===== src/rtl/instr_encoder_if.sv =====
// ============================================================================
// Module   : instr_encoder_if
// Purpose  : Operation handshake and instruction-memory write bus for the
//            RV64I instruction encoder / program loader.
// Revision : 1.0 - initial release
// ============================================================================
`default_nettype none
`timescale 1ns/1ps

interface instr_encoder_if #(
  parameter int ADDR_W = 8
);
  logic              start;
  logic              finish;
  logic              in_valid;
  logic              in_ready;
  logic [1:0]        op;
  logic [1:0]        alu_sel;
  logic [4:0]        rd;
  logic [4:0]        rs1;
  logic [4:0]        rs2;
  logic [11:0]       imm;
  logic              mem_we;
  logic [ADDR_W-1:0] mem_addr;
  logic [31:0]       mem_wdata;
  logic [ADDR_W:0]   count;
  logic              full;
  logic              busy;
  logic              err;

  // Operation source / memory sink side
  modport master (
    output start, finish, in_valid, op, alu_sel, rd, rs1, rs2, imm,
    input  in_ready, mem_we, mem_addr, mem_wdata, count, full, busy, err
  );

  // Encoder side
  modport slave (
    input  start, finish, in_valid, op, alu_sel, rd, rs1, rs2, imm,
    output in_ready, mem_we, mem_addr, mem_wdata, count, full, busy, err
  );
endinterface

`default_nettype wire


===== src/rtl/instr_encoder.sv =====
// ============================================================================
// Module   : instr_encoder
// Purpose  : Encodes symbolic R-type/ld/sd/beq operations into RV64I words and
//            writes them sequentially into instruction memory.
// Revision : 1.0 - initial release
// ============================================================================
`default_nettype none
`timescale 1ns/1ps

module instr_encoder #(
  parameter int ADDR_W = 8,
  parameter int BASE   = 0
) (
  input  wire logic      clk,
  input  wire logic      rst,
  instr_encoder_if.slave bus
);

  localparam logic [ADDR_W-1:0] c_base    = ADDR_W'(BASE);
  localparam logic [ADDR_W:0]   c_cap     = (ADDR_W+1)'(1) << ADDR_W;
  localparam logic [6:0]        c_opc_r   = 7'b0110011;
  localparam logic [6:0]        c_opc_ld  = 7'b0000011;
  localparam logic [6:0]        c_opc_sd  = 7'b0100011;
  localparam logic [6:0]        c_opc_beq = 7'b1100011;

  typedef enum logic [1:0] {
    S_IDLE = 2'd0,
    S_RUN  = 2'd1,
    S_DONE = 2'd2
  } state_t;

  state_t            r_state;
  state_t            w_state_nxt;
  logic [ADDR_W-1:0] r_wptr;
  logic [ADDR_W:0]   r_count;
  logic              r_mem_we;
  logic [ADDR_W-1:0] r_mem_addr;
  logic [31:0]       r_mem_wdata;
  logic              r_err;

  logic              w_busy;
  logic              w_full;
  logic              w_ready;
  logic              w_accept;
  logic [ADDR_W-1:0] w_ptr_sel;
  logic [ADDR_W:0]   w_cnt_sel;
  logic [2:0]        w_f3;
  logic [6:0]        w_f7;
  logic [31:0]       w_word;

  assign w_busy   = (r_state == S_RUN);
  assign w_full   = (r_count == c_cap);
  assign w_ready  = w_busy & ~w_full;
  assign w_accept = bus.in_valid & w_ready;

  // An accept coinciding with a restart lands at the start of the new session.
  assign w_ptr_sel = bus.start ? c_base : r_wptr;
  assign w_cnt_sel = bus.start ? '0     : r_count;

  always_ff @(posedge clk or posedge rst) begin
    if (rst) begin
      r_state <= S_IDLE;
    end else begin
      r_state <= w_state_nxt;
    end
  end

  always_comb begin
    w_state_nxt = r_state;
    if (bus.start) begin
      w_state_nxt = S_RUN;
    end else if (bus.finish && (r_state == S_RUN)) begin
      w_state_nxt = S_DONE;
    end
  end

  always_comb begin
    w_f3   = 3'b000;
    w_f7   = 7'b0000000;
    w_word = 32'd0;
    case (bus.op)
      2'b00: begin
        case (bus.alu_sel)
          2'b10:   w_f3 = 3'b111;
          2'b11:   w_f3 = 3'b110;
          default: w_f3 = 3'b000;
        endcase
        if (bus.alu_sel == 2'b01) begin
          w_f7 = 7'b0100000;
        end
        w_word = {w_f7, bus.rs2, bus.rs1, w_f3, bus.rd, c_opc_r};
      end
      2'b01: begin
        w_word = {bus.imm, bus.rs1, 3'b011, bus.rd, c_opc_ld};
      end
      2'b10: begin
        w_word = {bus.imm[11:5], bus.rs2, bus.rs1, 3'b011, bus.imm[4:0], c_opc_sd};
      end
      default: begin
        // imm carries branch offset bits [12:1]
        w_word = {bus.imm[11], bus.imm[9:4], bus.rs2, bus.rs1, 3'b000,
                  bus.imm[3:0], bus.imm[10], c_opc_beq};
      end
    endcase
  end

  always_ff @(posedge clk or posedge rst) begin
    if (rst) begin
      r_wptr      <= c_base;
      r_count     <= '0;
      r_mem_we    <= 1'b0;
      r_mem_addr  <= '0;
      r_mem_wdata <= 32'd0;
      r_err       <= 1'b0;
    end else begin
      r_mem_we <= w_accept;
      if (w_accept) begin
        r_mem_addr  <= w_ptr_sel;
        r_mem_wdata <= w_word;
        r_wptr      <= w_ptr_sel + ADDR_W'(1);
        r_count     <= w_cnt_sel + (ADDR_W+1)'(1);
      end else if (bus.start) begin
        r_wptr  <= c_base;
        r_count <= '0;
      end

      if (bus.start) begin
        r_err <= 1'b0;
      end else if (w_busy && bus.in_valid && w_full) begin
        r_err <= 1'b1;
      end
    end
  end

  assign bus.in_ready  = w_ready;
  assign bus.busy      = w_busy;
  assign bus.full      = w_full;
  assign bus.count     = r_count;
  assign bus.mem_we    = r_mem_we;
  assign bus.mem_addr  = r_mem_addr;
  assign bus.mem_wdata = r_mem_wdata;
  assign bus.err       = r_err;

endmodule

`default_nettype wire


===== src/flat_wrapper.sv =====
// flat-port wrapper written by rule: the top's interface ports become plain ports
module instr_encoder_flat 
#(
  parameter int ADDR_W = 8,
  parameter int BASE   = 0
)
  (clk, rst, bus_start, bus_finish, bus_in_valid, bus_op, bus_alu_sel, bus_rd, bus_rs1, bus_rs2, bus_imm, bus_in_ready, bus_mem_we, bus_mem_addr, bus_mem_wdata, bus_count, bus_full, bus_busy, bus_err);
  instr_encoder_if #(.ADDR_W(ADDR_W)) bus_i ();
  input  wire logic clk;
  input  wire logic rst;
  input wire logic [$bits(bus_i.start)-1:0] bus_start;
  input wire logic [$bits(bus_i.finish)-1:0] bus_finish;
  input wire logic [$bits(bus_i.in_valid)-1:0] bus_in_valid;
  input wire logic [$bits(bus_i.op)-1:0] bus_op;
  input wire logic [$bits(bus_i.alu_sel)-1:0] bus_alu_sel;
  input wire logic [$bits(bus_i.rd)-1:0] bus_rd;
  input wire logic [$bits(bus_i.rs1)-1:0] bus_rs1;
  input wire logic [$bits(bus_i.rs2)-1:0] bus_rs2;
  input wire logic [$bits(bus_i.imm)-1:0] bus_imm;
  output wire logic [$bits(bus_i.in_ready)-1:0] bus_in_ready;
  output wire logic [$bits(bus_i.mem_we)-1:0] bus_mem_we;
  output wire logic [$bits(bus_i.mem_addr)-1:0] bus_mem_addr;
  output wire logic [$bits(bus_i.mem_wdata)-1:0] bus_mem_wdata;
  output wire logic [$bits(bus_i.count)-1:0] bus_count;
  output wire logic [$bits(bus_i.full)-1:0] bus_full;
  output wire logic [$bits(bus_i.busy)-1:0] bus_busy;
  output wire logic [$bits(bus_i.err)-1:0] bus_err;
  assign bus_i.start = bus_start;
  assign bus_i.finish = bus_finish;
  assign bus_i.in_valid = bus_in_valid;
  assign bus_i.op = bus_op;
  assign bus_i.alu_sel = bus_alu_sel;
  assign bus_i.rd = bus_rd;
  assign bus_i.rs1 = bus_rs1;
  assign bus_i.rs2 = bus_rs2;
  assign bus_i.imm = bus_imm;
  assign bus_in_ready = bus_i.in_ready;
  assign bus_mem_we = bus_i.mem_we;
  assign bus_mem_addr = bus_i.mem_addr;
  assign bus_mem_wdata = bus_i.mem_wdata;
  assign bus_count = bus_i.count;
  assign bus_full = bus_i.full;
  assign bus_busy = bus_i.busy;
  assign bus_err = bus_i.err;
  instr_encoder #(.ADDR_W(ADDR_W), .BASE(BASE)) u_core (.clk(clk), .rst(rst), .bus(bus_i));
endmodule

===== config.mk =====
export PLATFORM = sky130hd
export DESIGN_NAME = instr_encoder_flat
export DESIGN_NICKNAME = d
export VERILOG_FILES = /design/src/rtl/instr_encoder_if.sv /design/src/rtl/instr_encoder.sv /design/src/flat_wrapper.sv
export SDC_FILE = /design/constraint.sdc
export NUM_CORES = 1
export LEC_CHECK = 0
export ABC_CLOCK_PERIOD_IN_PS = 5700
export CORE_ASPECT_RATIO = 1.2
export CORE_UTILIZATION = 49
export DETAILED_ROUTE_END_ITERATION = 8
export PLACE_DENSITY = 0.83
export SLEW_MARGIN = 20
export SYNTH_ARGS = -nofsm -noshare
export SYNTH_HDL_FRONTEND = slang
export SYNTH_SLANG_ARGS = --single-unit

===== constraint.sdc =====
create_clock -name clk -period 5.7 [get_ports clk]
set_clock_uncertainty 0.2 [all_clocks]
set_input_delay 0.855 -clock clk [delete_from_list [all_inputs] [get_ports clk]]
set_output_delay 0.855 -clock clk [all_outputs]
set_load 0.05 [all_outputs]

Word-level counts from Yosys, hierarchy flattened
Index checks and enable logic that the tools add are counted.
Widths: inputs -> output; s select.
- add/subtract/negate cells: 2
- $mul: 0
- divide/modulo/power cells: 0
- $lt $le $gt $ge: 0
- equal/unequal tests: 7
- shift operators: 0
- multiplexer cells: 11
- bitwise operators: 3
- reductions and logical operators: 6
- operator list (kind ; count):
    $pmux 32 s3 ; 1
    $mux 9 ; 2
    $mux 8 ; 2
    $add 9x1->9 const B ; 1
    $eq 9x9->1 const B ; 1
    $add 8x1->8 const B ; 1
    $eq 2x1->1 const B ; 3
    $eq 2x2->1 const B ; 3
    $mux 6 ; 1
    $pmux 3 s2 ; 1
    $mux 2 ; 2
    $reduce_bool 2->1 ; 2
    $logic_and 1x1->1 ; 3
    $and 1x1->1 ; 2
    $logic_not 2->1 ; 1
    $mux 1 ; 2
    $not 1->1 ; 1
- flip-flop bits (word level): 61
- bits in latches: 0
- bits in writable memories: 0
- ROM bits: 0
- input port bits: 36
- output and inout bits: 54
- logic and storage cells: 36
- memories: 0

Longest topological paths before layout
Gate-level depths: netlist (run 1).
- depth after elaboration: 5
- mapped depth: 7
- depth with buffers taken out: 6

Worst setup path before layout (run 1)
Ideal clock, no wire load.
- path kind: register -> output
- start point: register u_core.r_count[4], in the netlist u_core.bus.count[4]
- end point: output bus_in_ready
- arrival time: 3.009 ns
- required time: 4.645 ns
- setup slack: 1.636 ns
- stages on the path, launching flop included: 4
- path buffers: 0
- path through: dfrtp_1 -> or4b_4 -> nor4_2 -> nor2b_1
- cells in the longest elaborated chain, start to end: 3
- ends and longest elaborated chain (what ; RTL line ; RTL):
    start, declared ; instr_encoder.sv:35 ; logic [ADDR_W:0] r_count;
    start signal, assigned ; instr_encoder.sv:121 ; r_count <= w_cnt_sel + (ADDR_W+1)'(1);
    $eq 9x9->1 ; instr_encoder.sv:52 ; assign w_full = (r_count == c_cap);
    named net bus_full ; flat_wrapper.sv:25 ; output wire logic [$bits(bus_i.full)-1:0] bus_full;
    $not 1->1 ; instr_encoder.sv:53 ; assign w_ready = w_busy & ~w_full;
    $and 1x1->1 ; instr_encoder.sv:53 ;
    end, declared ; flat_wrapper.sv:20 ; output wire logic [$bits(bus_i.in_ready)-1:0] bus_in_ready;
The timed path passes the listed nets, and every way through them passes these cells.

Worst setup path after layout (run 1)
- start point: register u_core.r_count[4], in the netlist u_core.bus.count[4]
- end point: output bus_full
- cells in the longest elaborated chain, start to end: 1
- ends and longest elaborated chain (what ; RTL line):
    $eq 9x9->1 ; instr_encoder.sv:52
    end, declared ; flat_wrapper.sv:25
No other way between the ends.

==> results of run 1 <==
-- per-stage QoR --
stage               worst slack (ns)    util
finish                         1.676  0.7102
global route                   1.551  0.7102
CTS                            1.670  0.7102
detailed placement             2.045  0.6781
global placement               2.080  0.6781
floorplan                      1.636       -
-- worst max-delay path: cells and delay by family, from the launching register on --
family                 cells  cell delay, ns
DFF                        1            0.44
buffers and inverters      1            0.94
and+or+nand+nor            2            1.25
-- worst paths after layout --
kind	from	end	slack, ns	depth (start not counted)
min in group asynchronous	rst	u_core.bus.count[4]$_DFF_PP0_	0.83	3
worst max-delay path	u_core.bus.count[4]$_DFF_PP0_	bus_full	1.68	3
worst min register to register	u_core.bus.mem_wdata[6]$_DFFE_PP0P_	u_core.bus.mem_wdata[6]$_DFFE_PP0P_	0.27	2
worst max register to register	u_core.bus.count[4]$_DFF_PP0_	u_core.bus.mem_addr[6]$_DFFE_PP0P_	2.82	5
worst min-delay path	u_core.bus.mem_wdata[6]$_DFFE_PP0P_	u_core.bus.mem_wdata[6]$_DFFE_PP0P_	0.27	2
max in group asynchronous	rst	u_core.r_state[0]$_DFFE_PP0P_	4.00	3
-- layout make-up --
class / count / share of cell area
Sequential cell: 58 / 0.3858
Multi-Input combinational cell: 201 / 0.3089
Timing Repair Buffer: 89 / 0.2355
Clock buffer: 12 / 0.04124
Tap cell: 62 / 0.02062
Clock inverter: 3 / 0.003991
Inverter: 4 / 0.003991
-- where the power goes --
group | switching [uW] | total [uW] | internal, uW
sequential | 26.6 | 484 | 458
clock | 152 | 329 | 177
combinational | 253 | 383 | 130
-- per-layer routing --
metal  wire length, um  vias to the layer above  GRT usage  share of wire
li1                  -                     1118          -              -
met1              2660                     1064     0.2951           0.43
met2              2956                       93     0.3636           0.48
met3               442                       11    0.06432          0.072
met4               104                        0    0.08727          0.017
met5                 0                        -          0              0
-- cells by family after synthesis --
kind of cell | Yosys count | synth area share
simple gates | 138 | 0.2377
flops | 58 | 0.5375
compound gates | 40 | 0.1112
buf+inv | 20 | 0.03336
xor+xnor | 12 | 0.03892
fa+ha+maj | 6 | 0.02780
mux | 3 | 0.01205
other cells | 1 | 0.001389
-- registers in the layout (all words and copies together), names as in the netlist --
| signal | count |
|---|---|
| u_core.bus.count | 9 |
| u_core.bus.err | 1 |
| u_core.bus.mem_addr | 8 |
| u_core.bus.mem_wdata | 29 |
| u_core.bus.mem_we | 1 |
| u_core.r_state | 2 |
| u_core.r_wptr | 8 |
-- cell usage after synthesis (all sizes together) (2+ instances only) --
| master | count |
|---|---|
| nand4 | 4 |
| nand2 | 60 |
| o31ai | 4 |
| or3 | 2 |
| nand2b | 7 |
| buf | 7 |
| dfrtp | 58 |
| nand3b | 3 |
| and3 | 3 |
| nor2 | 37 |
| a221oi | 11 |
| nor3 | 2 |
| o21ai | 12 |
| mux2 | 2 |
| clkbuf | 9 |
| nor4 | 2 |
| nor2b | 11 |
| ha | 6 |
| a21oi | 6 |
| a222oi | 4 |
| xnor2 | 8 |
| xor2 | 4 |
| inv | 4 |
==> out/results.ini, run 1 <==
[outcome]
status=finished clean

[cells_and_area]
final_common_cell=clkdlybuf4s50_1
filler_cell_count=407
final_cell_count_no_fill=429
final_cell_mix=87 x clkdlybuf4s50_1, 60 x nand2_1, 58 x dfrtp_1, 37 x nor2_1, 12 x o21ai_0
drive_gt1_frac=0.06267
nets=405
fin_area_sq_mm=0.003762
areaGrowthSynthToFinish_pct=39.34
multi_input_area_sq_mm=0.001162
diodes=0
seqCellArea_sq_mm=0.001451

[sta]
fmax_mhz=248.5
fin_crit_sh=0.7059
worst_pin_slew_ns=0.7611
finalSetupViolCount=0
hold_ws_ns=0.2739
hold_violations=0
slew_headroom=0.4883
min_period_ns=4.024
finalSetupTns_ns=0
rsz0062_at_grt=no
drv_slew=0

[placed_design]
place.gp.congestion=0.8403
dp_hpwl_mm=4.264
dp.cells=414
dpl_cell_area_sq_mm=0.003592
port_buffers=87

[clock_network]
postCtsSetupRepairBufs=0
clk_latency_ns=0.34
cts_root_buffer=clkbuf_8
clockBufferDepth=2
cts.repair.resized=0
clock_sinks=58
path_clk_slew_ns=0.06
hold_buffers=0
cts_tree=yes
cts_max_level=3
cts_made_buffers=9

[global_route]
antenna_found_initial=0
grt_pass1_vias=2216
grt_pass1_wl_mm=10.42
grt_overflow_total=0
grt_use_total=0.2282
grt_max_degree=59

[logic_synthesis]
synth-edff-count=0
syn_area_per_cell_sq_um=9.713
synth_top_area_share=0.5375
synth.distinct_cells=40
synth_cells=278
synth_top_area_cell=dfrtp_1
yosysSeqAreaShare=0.5375
synth-async-reset-ratio=1.000
synth_flop_cell=dfrtp_1
syn_area_sq_mm=0.002700
ys_warn_count=0
ys_ff_latch=58
synth_area_leaders=dfrtp_1 54%, nand2_1 8.3%, nor2_1 5.1%, a221oi_1 3.6%, ha_1 2.8%

[floorplanning]
core_area_sq_mm=0.005298
die_area_sq_mm=0.005812
num_io_pins=90
rows=29
start_util=0.5097
fp.dieH_um=83.32
fp.dieW_um=69.77

[drt]
drt-total-wl_mm=6.164
via_count=2286
dr.pass1.iters=4
detail-route-antenna-nets=0
drcViolationCount=0
dr.first_iter.drc_count=148
wire_per_inst_um=14.37
viasPerCell=5.329

[worst_setup_path]
cpMaxStageDelayCell=clkdlybuf4s50_1
worst_setup_path_end_kind=output pin
crit_chain=or4b_4 -> nor4_2 -> clkdlybuf4s50_1
cp_slowest_stage_delay_ns=0.94
cp_max_fo=9
start_kind=register
arrival_ns=2.97
worstPathRequired_ns=4.64
path_class=register to output pin

[power]
peakVddDrop_v=0.0002111
power_uw=1196
p_leak_uw=0.001651
power_density_mw_per_mm2=317.9

[min_path]
hold_class=register to register

[run]
max_cap_viol_count=0

(Power assumes the default switching activity.)
==> inputs of run 2 (changes only) <==
- ABC_CLOCK_PERIOD_IN_PS: 5700 -> 3750
- CORE_UTILIZATION: 49 -> 46
- PLACE_DENSITY: 0.83 -> 0.78
- clock period: 5.7 -> 3.75 ns (I/O delays scaled with it)
==> out/results.ini, run 2 (same netlist as run 1, synthesis figures left out) <==
[outcome]
status=finished clean  ; unchanged

[worst_setup_path]
r2r_cells=5  ; unchanged
arrival_ns=2.73  ; was 2.97 ns
cp_max_fo=9  ; unchanged
reg2reg_to=u_core.bus.mem_wdata[27]$_DFFE_PP0P_  ; was u_core.bus.mem_addr[6]$_DFFE_PP0P_
worst_setup_path_end_kind=output pin  ; unchanged
path_class=register to output pin  ; unchanged
start_kind=register  ; unchanged
r2r_slack_ns=1.34  ; was 2.82 ns
worstPathRequired_ns=2.99  ; was 4.64 ns
reg2reg_from=u_core.bus.count[4]$_DFF_PP0_  ; unchanged

[power]
peakVddDrop_v=0.0003056  ; was 0.0002111 V
p_leak_uw=0.001670  ; was 0.001651 uW
seq_power_share=0.386  ; was 0.405
power_uw=1910  ; was 1196 uW
pwr-share-comb=0.305  ; was 0.320
power_density_mw_per_mm2=498.1  ; was 317.9 mW/mm^2
power_frac_clock=0.309  ; was 0.275
p_int_uw=1250  ; was 764.2 uW
p_sw_frac=0.3454  ; was 0.3611
p_switching_uw=659.8  ; was 431.8 uW

[sta]
fin_crit_sh=0.9306
worst_pin_slew_ns=0.7178  ; was 0.7611 ns
finalSetupViolCount=0  ; unchanged
hold_violations=0  ; unchanged
rsz0062_at_grt=no  ; unchanged
fmax_mhz=286.6
drv_slew=0  ; unchanged
min_period_ns=3.490
finalSetupTns_ns=0  ; unchanged
slew_headroom=0.5215  ; was 0.4883

[global_route]
grt_pass1_wl_mm=10.94  ; was 10.42 mm
grt_overflow_total=0  ; unchanged
grt_use_total=0.2310  ; was 0.2282
grt_pass1_vias=2387  ; was 2,216
grt_max_degree=55  ; was 59
antenna_found_initial=0  ; unchanged

[cells_and_area]
filler_cell_count=473  ; was 407
largest_reg_flops=29  ; unchanged
final_cell_mix=87 x clkdlybuf4s50_1, 60 x nand2_1, 58 x dfrtp_1, 37 x nor2_1  ; was 87 x clkdlybuf4s50_1, 60 x nand2_1, 58 x dfrtp_1, 37 x nor2_1, 12 x o21ai_0
nets=406  ; was 405
areaGrowthSynthToFinish_pct=42.03  ; was 39.34%
final_common_cell=clkdlybuf4s50_1  ; unchanged
diodes=0  ; unchanged
drive_gt1_frac=0.06522  ; was 0.06267

[clock_network]
clk_latency_ns=0.33  ; was 0.34 ns
cts_tree=yes  ; unchanged
clockBufferDepth=2  ; unchanged
postCtsSetupRepairBufs=0  ; unchanged
cts_made_buffers=9  ; unchanged
path_clk_slew_ns=0.06  ; about the same
cts.repair.resized=0  ; unchanged
cts_root_buffer=clkbuf_8  ; unchanged
hold_buffers=0  ; unchanged
clock_sinks=58  ; unchanged
cts_max_level=3  ; unchanged

[placed_design]
port_buffers=87  ; unchanged
dp_hpwl_mm=4.500  ; was 4.264 mm
place.gp.congestion=0.8311  ; was 0.8403

[min_path]
hold_class=register to register  ; unchanged
hold_path.startpoint=u_core.bus.mem_addr[0]$_DFFE_PP0P_  ; was u_core.bus.mem_wdata[6]$_DFFE_PP0P_
hold_end=u_core.bus.mem_addr[0]$_DFFE_PP0P_  ; was u_core.bus.mem_wdata[6]$_DFFE_PP0P_
hold_path_depth=2  ; unchanged

[floorplanning]
num_io_pins=90  ; unchanged
rows=30  ; was 29
start_util=0.4764  ; was 0.5097
die_area_sq_mm=0.006181  ; was 0.005812 sq mm
fp.dieW_um=71.94  ; was 69.77 um
fp.dieH_um=85.93  ; was 83.32 um
core_area_sq_mm=0.005668  ; was 0.005298 sq mm

[drt]
detail-route-antenna-nets=0  ; unchanged
viasPerCell=5.129  ; was 5.329
dr.first_iter.drc_count=149  ; was 148
via_count=2298  ; was 2,286
wire_per_inst_um=13.94  ; was 14.37 um
dr.pass1.iters=4  ; unchanged
drt-total-wl_mm=6.246  ; was 6.164 mm
drcViolationCount=0  ; unchanged

[run]
max_cap_viol_count=0  ; unchanged

[run 2: final cells by class]
class                           instances  area (sq um)  share of cell area
Timing Repair Buffer                   90         893.4              0.2330
Clock inverter                          2         35.03            0.009135
Sequential cell                        58          1451              0.3785
Clock buffer                           13         168.9             0.04405
Multi-Input combinational cell        201          1171              0.3054
Inverter                                4         15.01            0.003915
Tap cell                               80         100.1             0.02610
[run 2: how the worst max path moves through the flow]
stage	from	to	slack, ns	cells after the start
after floorplan	u_core.bus.count[4]$_DFF_PP0_	bus_in_ready	0.52	3
final	u_core.bus.count[4]$_DFF_PP0_	bus_full	0.26	3
after global placement	u_core.bus.count[4]$_DFF_PP0_	bus_full	0.67	3
after CTS	u_core.bus.count[4]$_DFF_PP0_	bus_full	0.25	3
after detailed placement	u_core.bus.count[4]$_DFF_PP0_	bus_full	0.62	3
after global routing	u_core.bus.count[4]$_DFF_PP0_	bus_full	0.14	3
[run 2: metal layers]
| metal | up-vias | track usage | part of all wire |
|---|---|---|---|
| met5 | - | 0 | 0 |
| met1 | 1093 | 0.2872 | 0.42 |
| met4 | 0 | 0.1087 | 0.023 |
| li1 | 1115 | - | - |
| met2 | 77 | 0.3696 | 0.49 |
| met3 | 13 | 0.06816 | 0.071 |
[run 2: worst max-delay path, cell delays in order, from the launching register on]
cell             delay [ns]
dfrtp_1                0.45
or4b_4                 0.60
nor4_4                 0.45
clkdlybuf4s50_1        0.89
[run 2: power groups by stage]
stage | Clock, uW | Sequential [uW] | Combinational, uW
finish | 591 | 737 | 582
global route | 634 | 745 | 619
CTS | 604 | 737 | 587
detailed placement | 0 | 745 | 587
global placement | 0 | 744 | 581
floorplan | 0 | 971 | 146
[run 2: stage by stage]
stage	utilization	cells	hold WS (ns)	instance area, sq um	setup WS, ns
after floorplan	-	279	0.3006	2713	0.5231
after global placement	0.6406	433	0.2494	3631	0.6692
after detailed placement	0.6406	433	0.2623	3631	0.6172
after CTS	0.6766	448	0.2782	3835	0.2527
after global routing	0.6766	448	0.2973	3835	0.1397
final	0.6766	448	0.2740	3835	0.2603
==> inputs of run 3 (changes only) <==
- GPL_ROUTABILITY_DRIVEN: not set -> 0
==> results of run 3 <==
Final layout, timing and power as in run 2 (identical DEF).
